**src/rtl/scr1_ialu_muldiv_iter.sv**
```systemverilog
// ---------------------------------------------------------------------------
// scr1_ialu_muldiv_iter
//
// Iterative multiply/divide engine for the RV32M/RV64M extension. It sits
// next to the main adder in the EXU. The EXU issues one command, then waits
// for a one-cycle result strobe. It may abort the command on a pipeline flush.
//
// Multiply: an unsigned shift-add on operand magnitudes, retiring MUL_BITS
//   multiplier bits per cycle. The sign is applied to the 2*XLEN product
//   afterwards.
// Divide: a restoring division on magnitudes, producing DIV_BITS quotient
//   bits per cycle. The quotient and remainder signs are applied afterwards.
// Divide by zero, signed overflow and (optionally) zero-operand multiplies
//   skip the iteration completely. Their result is ready on the accept edge.
//
// Parameters:
//   XLEN       operand/result width (32 or 64)
//   MUL_BITS   multiplier bits per cycle (1, 2 or 4; must divide XLEN)
//   DIV_BITS   quotient bits per cycle (1 or 2; must divide XLEN)
//   EARLY_ZERO 1 = a multiply with a zero operand bypasses iteration
//
// Ports:
//   clk        clock
//   rst_n      asynchronous active-low reset
//   cmd_vd_i   command valid
//   cmd_rdy_o  unit idle; a command is accepted this cycle if cmd_vd_i=1
//   cmd_i      000 MUL, 001 MULH, 010 MULHSU, 011 MULHU,
//              100 DIV, 101 DIVU, 110 REM,  111 REMU
//   op1_i      rs1 / dividend
//   op2_i      rs2 / divisor
//   kill_i     abort the current operation
//   busy_o     operation in flight
//   res_vd_o   result valid strobe, exactly one cycle
//   res_o      result, held until the next result
// ---------------------------------------------------------------------------
module scr1_ialu_muldiv_iter #(
  parameter int XLEN       = 32,
  parameter int MUL_BITS   = 2,
  parameter int DIV_BITS   = 1,
  parameter int EARLY_ZERO = 1
) (
  input  logic            clk,
  input  logic            rst_n,
  input  logic            cmd_vd_i,
  output logic            cmd_rdy_o,
  input  logic [2:0]      cmd_i,
  input  logic [XLEN-1:0] op1_i,
  input  logic [XLEN-1:0] op2_i,
  input  logic            kill_i,
  output logic            busy_o,
  output logic            res_vd_o,
  output logic [XLEN-1:0] res_o
);

  localparam int MUL_N = XLEN / MUL_BITS;
  localparam int DIV_N = XLEN / DIV_BITS;
  localparam int CNT_W = $clog2(XLEN);
  localparam logic [CNT_W-1:0] MUL_LAST = CNT_W'(MUL_N - 1);
  localparam logic [CNT_W-1:0] DIV_LAST = CNT_W'(DIV_N - 1);
  localparam logic [XLEN-1:0]  XMIN     = {1'b1, {(XLEN-1){1'b0}}};

  typedef enum logic [1:0] {
    ST_IDLE,
    ST_CALC,
    ST_CORR,
    ST_DONE
  } state_t;

  state_t state_q, state_d;

  // Shared datapath registers.
  // Multiply: acc_q = {partial high, multiplier shifting out}, opb_q = multiplicand.
  // Divide:   acc_q = {remainder, dividend shifting out / quotient shifting in},
  //           opb_q = divisor magnitude.
  logic [2*XLEN-1:0] acc_q;
  logic [XLEN-1:0]   opb_q;
  logic [CNT_W-1:0]  cnt_q;
  logic [2:0]        cmd_q;
  logic              neg_res_q;
  logic              neg_rem_q;

  logic              accept;
  logic              is_div_in;
  logic              a_signed, b_signed;
  logic              a_neg, b_neg;
  logic [XLEN-1:0]   a_mag, b_mag;
  logic              div0, ovf, mzero, sp_hit;
  logic [XLEN-1:0]   sp_res;

  logic [XLEN+MUL_BITS-1:0] mul_part;
  logic [XLEN+MUL_BITS-1:0] mul_sum;
  logic [2*XLEN-1:0]        mul_next;

  logic [XLEN-1:0]   div_r, div_q;
  logic [XLEN:0]     div_shl;

  logic [2*XLEN-1:0] prod_fix;
  logic [XLEN-1:0]   quo_fix, rem_fix, corr_res;

  // A kill in the same cycle blocks acceptance.
  assign accept = (state_q == ST_IDLE) && !kill_i && cmd_vd_i;

  // Operand decoding on the incoming command. For multiply, only the
  // high-half variants have signed operands. Plain MUL uses the unsigned
  // view because its low half does not depend on signedness.
  assign is_div_in = cmd_i[2];
  assign a_signed  = is_div_in ? !cmd_i[0]
                               : (cmd_i[1:0] == 2'b01) || (cmd_i[1:0] == 2'b10);
  assign b_signed  = is_div_in ? !cmd_i[0] : (cmd_i[1:0] == 2'b01);
  assign a_neg     = a_signed && op1_i[XLEN-1];
  assign b_neg     = b_signed && op2_i[XLEN-1];
  assign a_mag     = a_neg ? -op1_i : op1_i;
  assign b_mag     = b_neg ? -op2_i : op2_i;

  // Bypass detection. A zero divisor and signed overflow are handled here,
  // so the iterative divider never sees them.
  assign div0   = is_div_in && (op2_i == '0);
  assign ovf    = is_div_in && !cmd_i[0] && (op1_i == XMIN) && (op2_i == '1);
  assign mzero  = (EARLY_ZERO != 0) && !is_div_in && ((op1_i == '0) || (op2_i == '0));
  assign sp_hit = div0 || ovf || mzero;

  // Bypass result. cmd_i[1] separates REM* from DIV* on the divide side.
  always_comb begin
    sp_res = '0;
    if (div0) begin
      sp_res = cmd_i[1] ? op1_i : '1;
    end else if (ovf) begin
      sp_res = cmd_i[1] ? '0 : op1_i;
    end
  end

  // One shift-add step. The low digit of the multiplier scales the
  // multiplicand. The sum becomes the new high half, and the whole
  // accumulator shifts right by one digit.
  assign mul_part = {{MUL_BITS{1'b0}}, opb_q} * {{XLEN{1'b0}}, acc_q[MUL_BITS-1:0]};
  assign mul_sum  = {{MUL_BITS{1'b0}}, acc_q[2*XLEN-1:XLEN]} + mul_part;
  assign mul_next = {mul_sum, acc_q[XLEN-1:MUL_BITS]};

  // DIV_BITS restoring-division steps chained in one cycle. Each step
  // brings the next dividend bit into the remainder. It subtracts the
  // divisor when it fits, and records the quotient bit in the freed LSB.
  always_comb begin
    div_r   = acc_q[2*XLEN-1:XLEN];
    div_q   = acc_q[XLEN-1:0];
    div_shl = '0;
    for (int i = 0; i < DIV_BITS; i++) begin
      div_shl = {div_r, div_q[XLEN-1]};
      div_q   = {div_q[XLEN-2:0], 1'b0};
      if (div_shl >= {1'b0, opb_q}) begin
        div_shl  = div_shl - {1'b0, opb_q};
        div_q[0] = 1'b1;
      end
      div_r = div_shl[XLEN-1:0];
    end
  end

  // Sign fixup and result selection used in the correction cycle.
  // The quotient is negative when the operand signs differ. The remainder
  // follows the sign of the dividend.
  always_comb begin
    prod_fix = neg_res_q ? -acc_q : acc_q;
    quo_fix  = neg_res_q ? -acc_q[XLEN-1:0] : acc_q[XLEN-1:0];
    rem_fix  = neg_rem_q ? -acc_q[2*XLEN-1:XLEN] : acc_q[2*XLEN-1:XLEN];
    if (cmd_q[2]) begin
      corr_res = cmd_q[1] ? rem_fix : quo_fix;
    end else begin
      corr_res = (cmd_q[1:0] == 2'b00) ? prod_fix[XLEN-1:0] : prod_fix[2*XLEN-1:XLEN];
    end
  end

  // State register.
  always_ff @(posedge clk or negedge rst_n) begin
    if (!rst_n) begin
      state_q <= ST_IDLE;
    end else begin
      state_q <= state_d;
    end
  end

  // Next-state and handshake outputs. The strobe is a decode of the DONE
  // state, so a kill arriving during DONE does not suppress it.
  always_comb begin
    state_d   = state_q;
    cmd_rdy_o = 1'b0;
    busy_o    = 1'b0;
    res_vd_o  = 1'b0;
    case (state_q)
      ST_IDLE: begin
        cmd_rdy_o = !kill_i;
        if (accept) begin
          state_d = sp_hit ? ST_DONE : ST_CALC;
        end
      end
      ST_CALC: begin
        busy_o = 1'b1;
        if (cnt_q == '0) begin
          state_d = ST_CORR;
        end
      end
      ST_CORR: begin
        busy_o  = 1'b1;
        state_d = ST_DONE;
      end
      ST_DONE: begin
        busy_o   = 1'b1;
        res_vd_o = 1'b1;
        state_d  = ST_IDLE;
      end
      default: state_d = ST_IDLE;
    endcase
    if (kill_i && (state_q != ST_IDLE)) begin
      state_d = ST_IDLE;
    end
  end

  // Datapath. Operands are captured on acceptance, then iterated in CALC.
  // The result register changes only on the edge that enters DONE.
  always_ff @(posedge clk or negedge rst_n) begin
    if (!rst_n) begin
      acc_q     <= '0;
      opb_q     <= '0;
      cnt_q     <= '0;
      cmd_q     <= '0;
      neg_res_q <= 1'b0;
      neg_rem_q <= 1'b0;
      res_o     <= '0;
    end else begin
      if (accept) begin
        cmd_q     <= cmd_i;
        acc_q     <= {{XLEN{1'b0}}, a_mag};
        opb_q     <= b_mag;
        neg_res_q <= a_neg ^ b_neg;
        neg_rem_q <= a_neg;
        cnt_q     <= is_div_in ? DIV_LAST : MUL_LAST;
      end else if (state_q == ST_CALC) begin
        acc_q <= cmd_q[2] ? {div_r, div_q} : mul_next;
        if (cnt_q != '0) begin
          cnt_q <= cnt_q - CNT_W'(1);
        end
      end
      if ((state_q == ST_IDLE) && (state_d == ST_DONE)) begin
        res_o <= sp_res;
      end else if ((state_q == ST_CORR) && (state_d == ST_DONE)) begin
        res_o <= corr_res;
      end
    end
  end

endmodule

```
**config.mk**
```make
export PLATFORM = sky130hd
export DESIGN_NAME = scr1_ialu_muldiv_iter
export DESIGN_NICKNAME = d
export VERILOG_FILES = /design/src/rtl/scr1_ialu_muldiv_iter.sv
export SDC_FILE = /design/constraint.sdc
export NUM_CORES = 1
export LEC_CHECK = 0
export BUFFER_PORTS_ARGS = -buffer_cell sky130_fd_sc_hd__clkbuf_2
export CORE_MARGIN = 2
export CORE_UTILIZATION = 45
export CTS_CLUSTER_DIAMETER = 150
export DETAILED_ROUTE_END_ITERATION = 8
export PLACE_DENSITY = 0.64
export RECOVER_POWER = 50
export SETUP_SLACK_MARGIN = 0.4
export SLEW_MARGIN = 20
export SYNTH_ARGS = -nofsm -noshare
export SYNTH_HDL_FRONTEND = slang
export SYNTH_SLANG_ARGS = --single-unit
```
**constraint.sdc**
```tcl
create_clock -name clk -period 5.17 [get_ports clk]
set_input_delay 0.2585 -clock clk [delete_from_list [all_inputs] [get_ports clk]]
set_output_delay 0.2585 -clock clk [all_outputs]
set_load 0.03 [all_outputs]
```
After elaboration in Yosys (flattened, before gate mapping)
Index checks and enable logic that the tools add are counted.

Register bits after elaboration: 140. Bits of input ports: 71.

Add/sub/neg operators: 8. Multiply operators: 1. Magnitude comparators: 1. Equal/unequal tests: 8. Multiplexer cells: 33. Bitwise operators: 1. Reduce and logical (&&, ||, !) cells: 31.

Operator list (number): 2-to-1 mux 32 bit (14); 2-to-1 mux 64 bit (4); negator 32 bit (4); == test 32 bit (second input constant) (2); logical NOT 32 bit (2); negator 64 bit (1); adder 32 x 34 -> 34 bit (1); multiplier 32 x 2 -> 34 bit (1); greater-or-equal comparator 33 x 32 -> 1 bit (1); subtractor 32 bit (1); 2-to-1 mux 5 bit (4); logical AND 1 bit (12); == test 2 bit (second input constant) (4); 2-to-1 mux 2 bit (4); case mux 2 bit (4 select lines) (1); nonzero test 2 bit (4); 2-to-1 mux 1 bit (6); logical NOT 5 bit (1); nonzero test 5 bit (1); subtractor 5 x 1 -> 5 bit (second input constant) (1); == test 2 x 1 -> 1 bit (second input constant) (2); logical NOT 2 bit (2); logical OR 1 bit (4); logical NOT 1 bit (3); other kinds (3) (3).

Longest topological paths before layout
Gate-level depths: netlist of the first run.

Depth after elaboration: 14. Mapped depth: 16. Gate-level depth less buffers: 15.

Worst setup path after synthesis of the first run
Ideal clock, no wire load.

Path type: reg-to-reg. From: register acc_q[1]. To: register acc_q[56]. Arrival time: 3.753 ns. Required time: 5.044 ns. Setup slack: 1.291 ns. Cell stages (with the launch flop): 16. Clock period less this slack: 3.879 ns. Path through: dfrtp_1 -> clkbuf_1 -> buf_1 -> nand2_1 -> fa_1 -> inv_1 -> ha_1 -> a211o_1 -> a21oi_1 -> a21oi_1 -> a21oi_1 -> o22ai_1 -> a21boi_0 -> o31ai_1 -> xor2_1 -> a221o_1.

Longest elaborated chain between the ends: 5.

RTL lines: start, declared (RTL line 75) `logic [2*XLEN-1:0] acc_q;`; start signal, assigned (RTL line 230) `acc_q <= {{XLEN{1'b0}}, a_mag};`; start signal, assigned (RTL line 236) `acc_q <= cmd_q[2] ? {div_r, div_q} : mul_next;`; multiplier 32 x 2 -> 34 bit (RTL line 135) `assign mul_part = {{MUL_BITS{1'b0}}, opb_q} * {{XLEN{1'b0}}, acc_q[MUL_BITS-1:0]};`; adder 32 x 34 -> 34 bit (RTL line 136) `assign mul_sum = {{MUL_BITS{1'b0}}, acc_q[2*XLEN-1:XLEN]} + mul_part;`; 2-to-1 mux 64 bit (RTL line 236); 2-to-1 mux 64 bit (RTL line 235) `end else if (state_q == ST_CALC) begin`; 2-to-1 mux 64 bit (RTL line 228) `if (accept) begin`.

No other way between the ends. The select of a mux whose other input is x is not followed. A chain may end at the register's enable or synchronous reset.

Final worst setup path of the first run
From: register acc_q[1]. To: register acc_q[59].

Same word-level chain as after synthesis.

==> results by group, run 1 <==
Critical path
  – Critical path class: reg2reg
  – CP endpoint kind: register
  – RR Endpoint: acc_q[59]
  – WP data required: 5.50 ns
  – FF-to-FF setup slack: 0.88 ns
  – Critical R2R Launch: acc_q[1]
  – R2R cell count: 14
  – Worst-path fanout max: 25
  – Crit path DAT: 4.62 ns
  – Startpoint types: register

STA
  – Minimum clock period: 4.29 ns
  – Worst-Margin Slew: 2.67 ns
  – Crit share post-route: 82.9%
  – Post-route clock skew: 0.0128 ns
  – RSZ-0062 raised after global routing: false
  – Slew Limit Fails: 100
  – Slew Limit Headroom: -78.2%
  – Fin Setup TNS: 0 ns
  – Hold Vio Cnt, Final: 0
  – Finish-stage setup viols: 0
  – Max Clock Freq: 233 MHz

Layout
  – Layout fillers: 3455
  – Final nets: 2238
  – Design area: 16700 sq um
  – Share of layout cells above drive strength 1: 8.01%
  – Synth-to-layout area growth: 9.14%
  – Final non-filler cell total: 2521
  – Final Core Density: 49.9%
  – Diode count: 0

Logic synthesis
  – Syn_nets: 2222
  – Post-Synthesis Cells: 2045
  – Top FF cell, synth: dfrtp_1
  – Fraction of registers with async set/reset: 100%
  – FF+latch count, synth: 140
  – Post-synth cell types: 75
  – Post-synth EDFFs: 0
  – Post-synth top area cell: dfrtp_1
  – Avg Inst Size Synth: 7.49 sq um
  – Area contributors post-synth: dfrtp_1, xnor2_1, nand2_1
  – Synth top area share: 22.9%
  – Yosys warnings: 0
  – Sequential-to-total area share from yosys stat: 22.9%
  – Mapped cell area: 15300 sq um

Global routing
  – Total grt overflow: 0
  – Largest net degree at the start of global routing: 100
  – Vias in the first global route: 14661
  – First-pass GRT wire length: 82300 um
  – Antenna violations before repair: 1
  – Total GRT Usage: 29.4%

Clock network
  – Skew-Pair Late Insertion Delay: 0.45 ns
  – PostCTS Resize Cnt: 0
  – H-tree Lvls: 4
  – CTS clock-pin slew for the worst setup and hold paths: 0.07 ns
  – Clk sinks: 140
  – Max Root-Sink Buffers: 2
  – CTS Buf Count: 17
  – CTS tree: done
  – Clock Tree Root: clkbuf_16

Pwr
  – Power Density: 526 nW/um^2
  – Tot Pwr: 8.79 mW
  – P_leak: 7.14 nW
  – Worst vdd ir: 0.240 mV

Place
  – Cell area after placement: 16100 sq um
  – GP Congestion: 0.981
  – Dpl hpwl: 39800 um
  – Port Buf Inserts: 105
  – Cell Count Post-Placement: 2489

Drt
  – Via density: 6.19
  – Post-route ant nets: 0
  – Total wire length: 52200 um
  – Pre-Repair DR Iteration Count: 8
  – Drt drc: 0
  – Number of DRC markers in iteration 0: 1605
  – Via count: 15596
  – Drt wl/cell: 20.7 um

Die
  – I/O pin total: 106
  – Die W: 189 um
  – Row count: 67
  – Core ar.: 33500 sq um
  – Die Height: 189 um
  – Die area: 35500 sq um
  – Initial Util: 45.7%

Hold path
  – Hold Crit Depth: 2
  – Hold Crit Start: kill_i
  – HP Class: in2reg
  – Hold EP: state_q[0]

Outcome
  – Failing checks: max-capacitance violations, max-slew violations
  – Status: complete, but fails checks

Job
  – MaxCap Viol Count: 1
-- how the worst max path moves through the flow --
stage               cells after the start  slack, ns   endpoint      from
floorplan                              15       1.29  acc_q[56]  acc_q[1]
global placement                       12       1.09  acc_q[60]  acc_q[1]
detailed placement                     14       0.95  acc_q[56]  acc_q[1]
CTS                                    14       0.95  acc_q[56]  acc_q[1]
global route                           14       0.63  acc_q[60]  acc_q[1]
finish                                 14       0.88  acc_q[59]  acc_q[1]
-- area by class of cell --
cell class	instances	area, sq um	share of cell area [%]
Multi-Input combinational cell	1611	10800	64.3
Sequential cell	140	3510	21.0
Timing Repair Buffer	132	687	4.11
Inverter	159	597	3.57
Tap cell	448	561	3.35
Clock buffer	22	484	2.90
Clock inverter	9	134	0.801
-- cells in the final DEF (no fill, tap or decap), drive strengths merged, types with 14 or more instances in the layout --
cell    Yosys  final
mux2i      42     42
o31ai      43     43
nand3      41     41
clkbuf    115    128
nand4      24     24
inv       157    159
a211oi     27     27
ha         73     73
o21ai     175    175
dfrtp     140    140
nand2     269    269
xor2       71     71
a31oi      14     14
a221oi     23     23
nor2      129    129
and3       14     14
nor3       44     44
o211ai     43     43
or3        21     21
or4        25     25
nor4       19     19
a21oi     166    166
xnor2     116    116
a21o       29     29
fa         33     33
buf        20     25
-- report_power, final --
| group | total (mW) | internal, mW | switching, mW | leakage [nW] |
|---|---|---|---|---|
| Clock | 1.35 | 0.810 | 0.538 | 0.303 |
| Combinational | 5.56 | 2.11 | 3.45 | 5.07 |
| Sequential | 1.88 | 1.34 | 0.536 | 1.77 |
-- state kept, by name, summed over array words and instances, names as in the netlist --
name and cells:
acc_q 64, cmd_q 3, cnt_q 5, neg_rem_q 1, neg_res_q 1, opb_q 32
res_o 32, state_q 2
-- per-stage QoR --
step / hold WS, ns / worst slack (ns)
after floorplan: -0.0371 / 1.29
after global placement: 0.455 / 1.09
after detailed placement: 0.443 / 0.951
after CTS: 0.0613 / 0.946
after global routing: 0.0827 / 0.635
final: 0.0641 / 0.882
-- worst max-delay path, cell delays in order (launching register included) --
cell,delay (ns)
dfrtp_1,0.64
buf_4,0.38
nand2_1,0.12
fa_1,0.51
inv_1,0.04
ha_1,0.37
and3_1,0.25
a31oi_1,0.27
nand3_1,0.13
o211ai_1,0.40
nand4_1,0.22
a41oi_1,0.32
xnor2_1,0.12
a222oi_1,0.29
nand2_1,0.08
-- cell usage after synthesis, types with 5 or more instances --
cell type	instances
a211oi_1	26
a21o_1	29
a21oi_1	165
a221o_1	6
a221oi_1	22
a22oi_1	13
a2bb2oi_1	5
a31oi_1	14
and2_1	10
and3_1	14
buf_1	12
buf_2	8
clkbuf_1	115
dfrtp_1	140
fa_1	33
ha_1	73
inv_1	157
mux2i_1	42
nand2_1	269
nand2b_1	11
nand3_1	41
nand4_1	24
nor2_1	128
nor2b_1	9
nor3_1	43
nor4_1	19
nor4b_1	5
o2111ai_1	5
o211ai_1	43
o21a_1	9
o21ai_0	173
o221ai_1	13
o22ai_1	9
o31ai_1	43
o41ai_1	11
or2_2	8
or3_1	21
or4_1	21
xnor2_1	116
xor2_1	71
-- what timing repair did --
| action | CTS | global route |
|---|---|---|
| hold buffers | 1 | 0 |
| hold endpoints to repair | 32 | 0 |
| setup buffers | 0 | 0 |
-- layer usage --
layer	GRT usage (%)	vias up	wire length [um]
met4	12.7	2	2080
li1	-	7329	-
met1	40.9	7442	22800
met3	4.12	108	4570
met2	45.7	715	22800
met5	0	-	11
-- kinds of logic (layout without fill, tap and decap cells) --
group | after synthesis | after routing | synth area share [%]
and+or+nand+nor | 641 | 641 | 19.6
AOI/OAI and AO/OA | 631 | 631 | 26.2
buffers and inverters | 294 | 322 | 7.27
xor gates and xnor gates | 187 | 187 | 10.7
DFF | 140 | 140 | 22.9
adders and majority gates | 106 | 106 | 10.3
muxes | 46 | 46 | 3.04
Note: power is estimated with default switching activity, not from simulation.
==> inputs of run 2 (changes only) <==
- ABC_AREA: not set -> 1
- clock period: 5.17 -> 4.1 ns (I/O delays scaled with it)
==> run 2 against run 1 <==
  * The run ends with design-rule violations, max-capacitance violations, max-slew violations left
  * Register-to-register slack got worse by 0.32 ns
  * First-iteration DRC count is 73% higher
  * Global-route usage is 12 points higher
  * Clock power is 27% higher
  * Combinational power is 100% higher
  * Core utilization down 0.17 points
  * Hold slack worse by 0.010 ns
  * Critical path type unchanged
  * Largest cell class unchanged
  * Largest power group unchanged
==> results by group, run 2 <==
Logic synthesis
  – Syn_nets: 3412
  – Post-synth top area cell: nand2_1
  – Most numerous cell in the Yosys netlist: nand2_1
  – Avg Inst Size Synth: 5.69 sq um
  – Post-synth cell types: 51
  – FF+latch count, synth: 140
  – Synth top area share: 22.0%
  – Area contributors post-synth: nand2_1, dfrtp_1, nand3_1
  – Synth top cells by count: nand2_1, inv_1, nand3_1, nor2_1, o21ai_0
  – Post-synth EDFFs: 0
  – Top FF cell, synth: dfrtp_1
  – Fraction of registers with async set/reset: 100%
  – Mapped cell area: 18400 sq um
  – Yosys warnings: 0
  – Post-Synthesis Cells: 3235
  – Sequential-to-total area share from yosys stat: 19.0%

Layout
  – Share of layout cells above drive strength 1: 7.04%
  – Max reg flops: 64
  – Diode count: 0
  – Synth-to-layout area growth: 9.70%
  – Design area: 20200 sq um
  – Layout fillers: 4477
  – Largest regs: acc_q x64, opb_q x32, res_o x32
  – Most common cell after layout, fill and taps aside: nand2_1
  – Largest Register: acc_q
  – Final nets: 3487
  – Commonest cells after routing, fill and taps aside: nand2_1, inv_1, nand3_1

Place
  – Dpl hpwl: 69900 um
  – GP Congestion: 1.12
  – Cell area after placement: 19600 sq um
  – Port Buf Inserts: 105

Clock network
  – Max Root-Sink Buffers: 2
  – CTS Buf Count: 17
  – CTS clock-pin slew for the worst setup and hold paths: 0.08 ns
  – Clk sinks: 140
  – Clock Tree Root: clkbuf_16
  – H-tree Lvls: 4
  – Skew-Pair Late Insertion Delay: 0.50 ns
  – CTS tree: done

Pwr
  – Power Density: 779 nW/um^2
  – Worst vdd ir: 0.366 mV
  – P_leak: 10.5 nW

Critical path
  – Worst-path fanout max: 13
  – R2R cell count: 18
  – CP endpoint kind: register
  – Crit path DAT: 3.93 ns
  – WP data required: 4.49 ns
  – Critical path class: reg2reg
  – Startpoint types: register

Drt
  – Total wire length: 87700 um
  – Drt drc: 2
  – Post-route ant nets: 0
  – Via count: 22386
  – Number of DRC markers in iteration 0: 2769
  – Drt wl/cell: 22.7 um
  – Pre-Repair DR Iteration Count: 9
  – Via density: 5.81

Die
  – Die W: 206 um
  – I/O pin total: 106
  – Core ar.: 40600 sq um
  – Initial Util: 45.3%
  – Die Height: 206 um
  – Die area: 42500 sq um
  – Row count: 74

STA
  – RSZ-0062 raised after global routing: false
  – Minimum clock period: 3.53 ns
  – Slew Limit Headroom: -44.1%
  – Worst-Margin Slew: 2.16 ns
  – Fin Setup TNS: 0 ns
  – Max Clock Freq: 283 MHz
  – Worst hold slack: 0.0537 ns
  – Post-route clock skew: 0.0250 ns
  – Finish-stage setup viols: 0
  – Crit share post-route: 86.2%
  – Hold Vio Cnt, Final: 0
  – Slew Limit Fails: 81

Global routing
  – Largest net degree at the start of global routing: 89
  – Total grt overflow: 0
  – Antenna violations before repair: 2
  – Vias in the first global route: 20681
  – Total GRT Usage: 41.3%
  – First-pass GRT wire length: 129000 um

Outcome
  – Status: complete, but fails checks
  – Failing checks: design-rule violations, max-capacitance violations, max-slew violations

Hold path
  – Hold Crit Depth: 3
  – HP Class: in2reg

Job
  – MaxCap Viol Count: 1
run 2: cell types whose count changed after synthesis, sizes merged, moves of 23 or more:
cell	delta
mux2i	-42
a211oi	-27
a21o	-25
a221oi	-23
o21ai	+48
nor2	+227
or4	-25
clkbuf	-50
xnor2	-106
o31ai	-41
inv	+272
nand3	+343
nand2	+819
run 2: timing repair:
action / 4_1_cts / 5_1_grt
pin swaps: 0 / 0
hold buffers: 2 / 0
gates resized for setup: 1 / 5
endpoints found under the hold margin: 81 / 0
setup endpoints to repair: 5 / 11
buffers inserted: 0 / 1
run 2: kinds of logic (layout without fill, tap and decap cells):
family | Yosys count | count (layout) | synth area share [%]
and+or+nand+nor | 1919 | 1919 | 43.8
buffers and inverters | 540 | 628 | 11.4
AOI/OAI and AO/OA | 453 | 453 | 13.6
DFF | 140 | 140 | 19.0
adders and majority gates | 106 | 106 | 8.55
xor gates and xnor gates | 77 | 77 | 3.66
run 2: final timing paths:
check | from | to | slack [ns]
max | acc_q[0] | acc_q[41] | 0.57
min | cmd_i[2] | cmd_q[2] | 0.05
max reg2reg | acc_q[0] | acc_q[41] | 0.57
min reg2reg | res_o[9] | res_o[9] | 0.48
max in group asynchronous | rst_n | cmd_q[2] | 1.63
min in group asynchronous | rst_n | res_o[30] | 0.85
run 2: worst max-delay path: stages (launching register included):
cell and delay, ns:
dfrtp_4 0.58, buf_4 0.18, nand2_1 0.05, inv_1 0.05
fa_1 0.48, ha_1 0.18, inv_1 0.06, fa_1 0.40
inv_1 0.07, nand3_1 0.06, nand2_1 0.18, nand2_1 0.10
nand2_1 0.10, nand2_1 0.06, nand2_1 0.12, a21oi_1 0.08
o21ai_0 0.19, nand3_1 0.21, o21ai_1 0.29
run 2: cell type report:
cell class,count,area (sq um),area share [%]
clock buffer,18,439,2.17
clock inverter,14,175,0.867
inverter,433,1630,8.05
multi-input combinational,2555,12800,63.4
sequential,140,3510,17.4
tap,532,666,3.30
timing repair buffer,163,967,4.79
run 2: metrics by stage:
stage          setup WS (ns)  util [%]  power, mW  instances
6_report               0.565      49.7       15.7       3855
5_1_grt                0.422      49.7       16.9       3855
4_1_cts                0.480      49.8       15.3       3854
3_5_place_dp           0.304      48.2       13.6       3820
3_3_place_gp           0.330      48.2       13.5       3820
2_1_floorplan           1.24         -       9.68       3235
run 2: layer usage:
| metal | wire, um | up-vias | global-route usage, % |
|---|---|---|---|
| li1 | - | 10529 | - |
| met1 | 37000 | 10417 | 56.1 |
| met2 | 35600 | 1256 | 59.1 |
| met3 | 11600 | 182 | 14.9 |
| met4 | 3410 | 2 | 16.5 |
| met5 | 13 | - | 0 |
run 2: power breakdown:
group          switching, mW  internal (mW)
Clock                  0.773          0.936
Sequential             0.845           1.85
Combinational           7.98           3.34
Total                   9.60           6.13
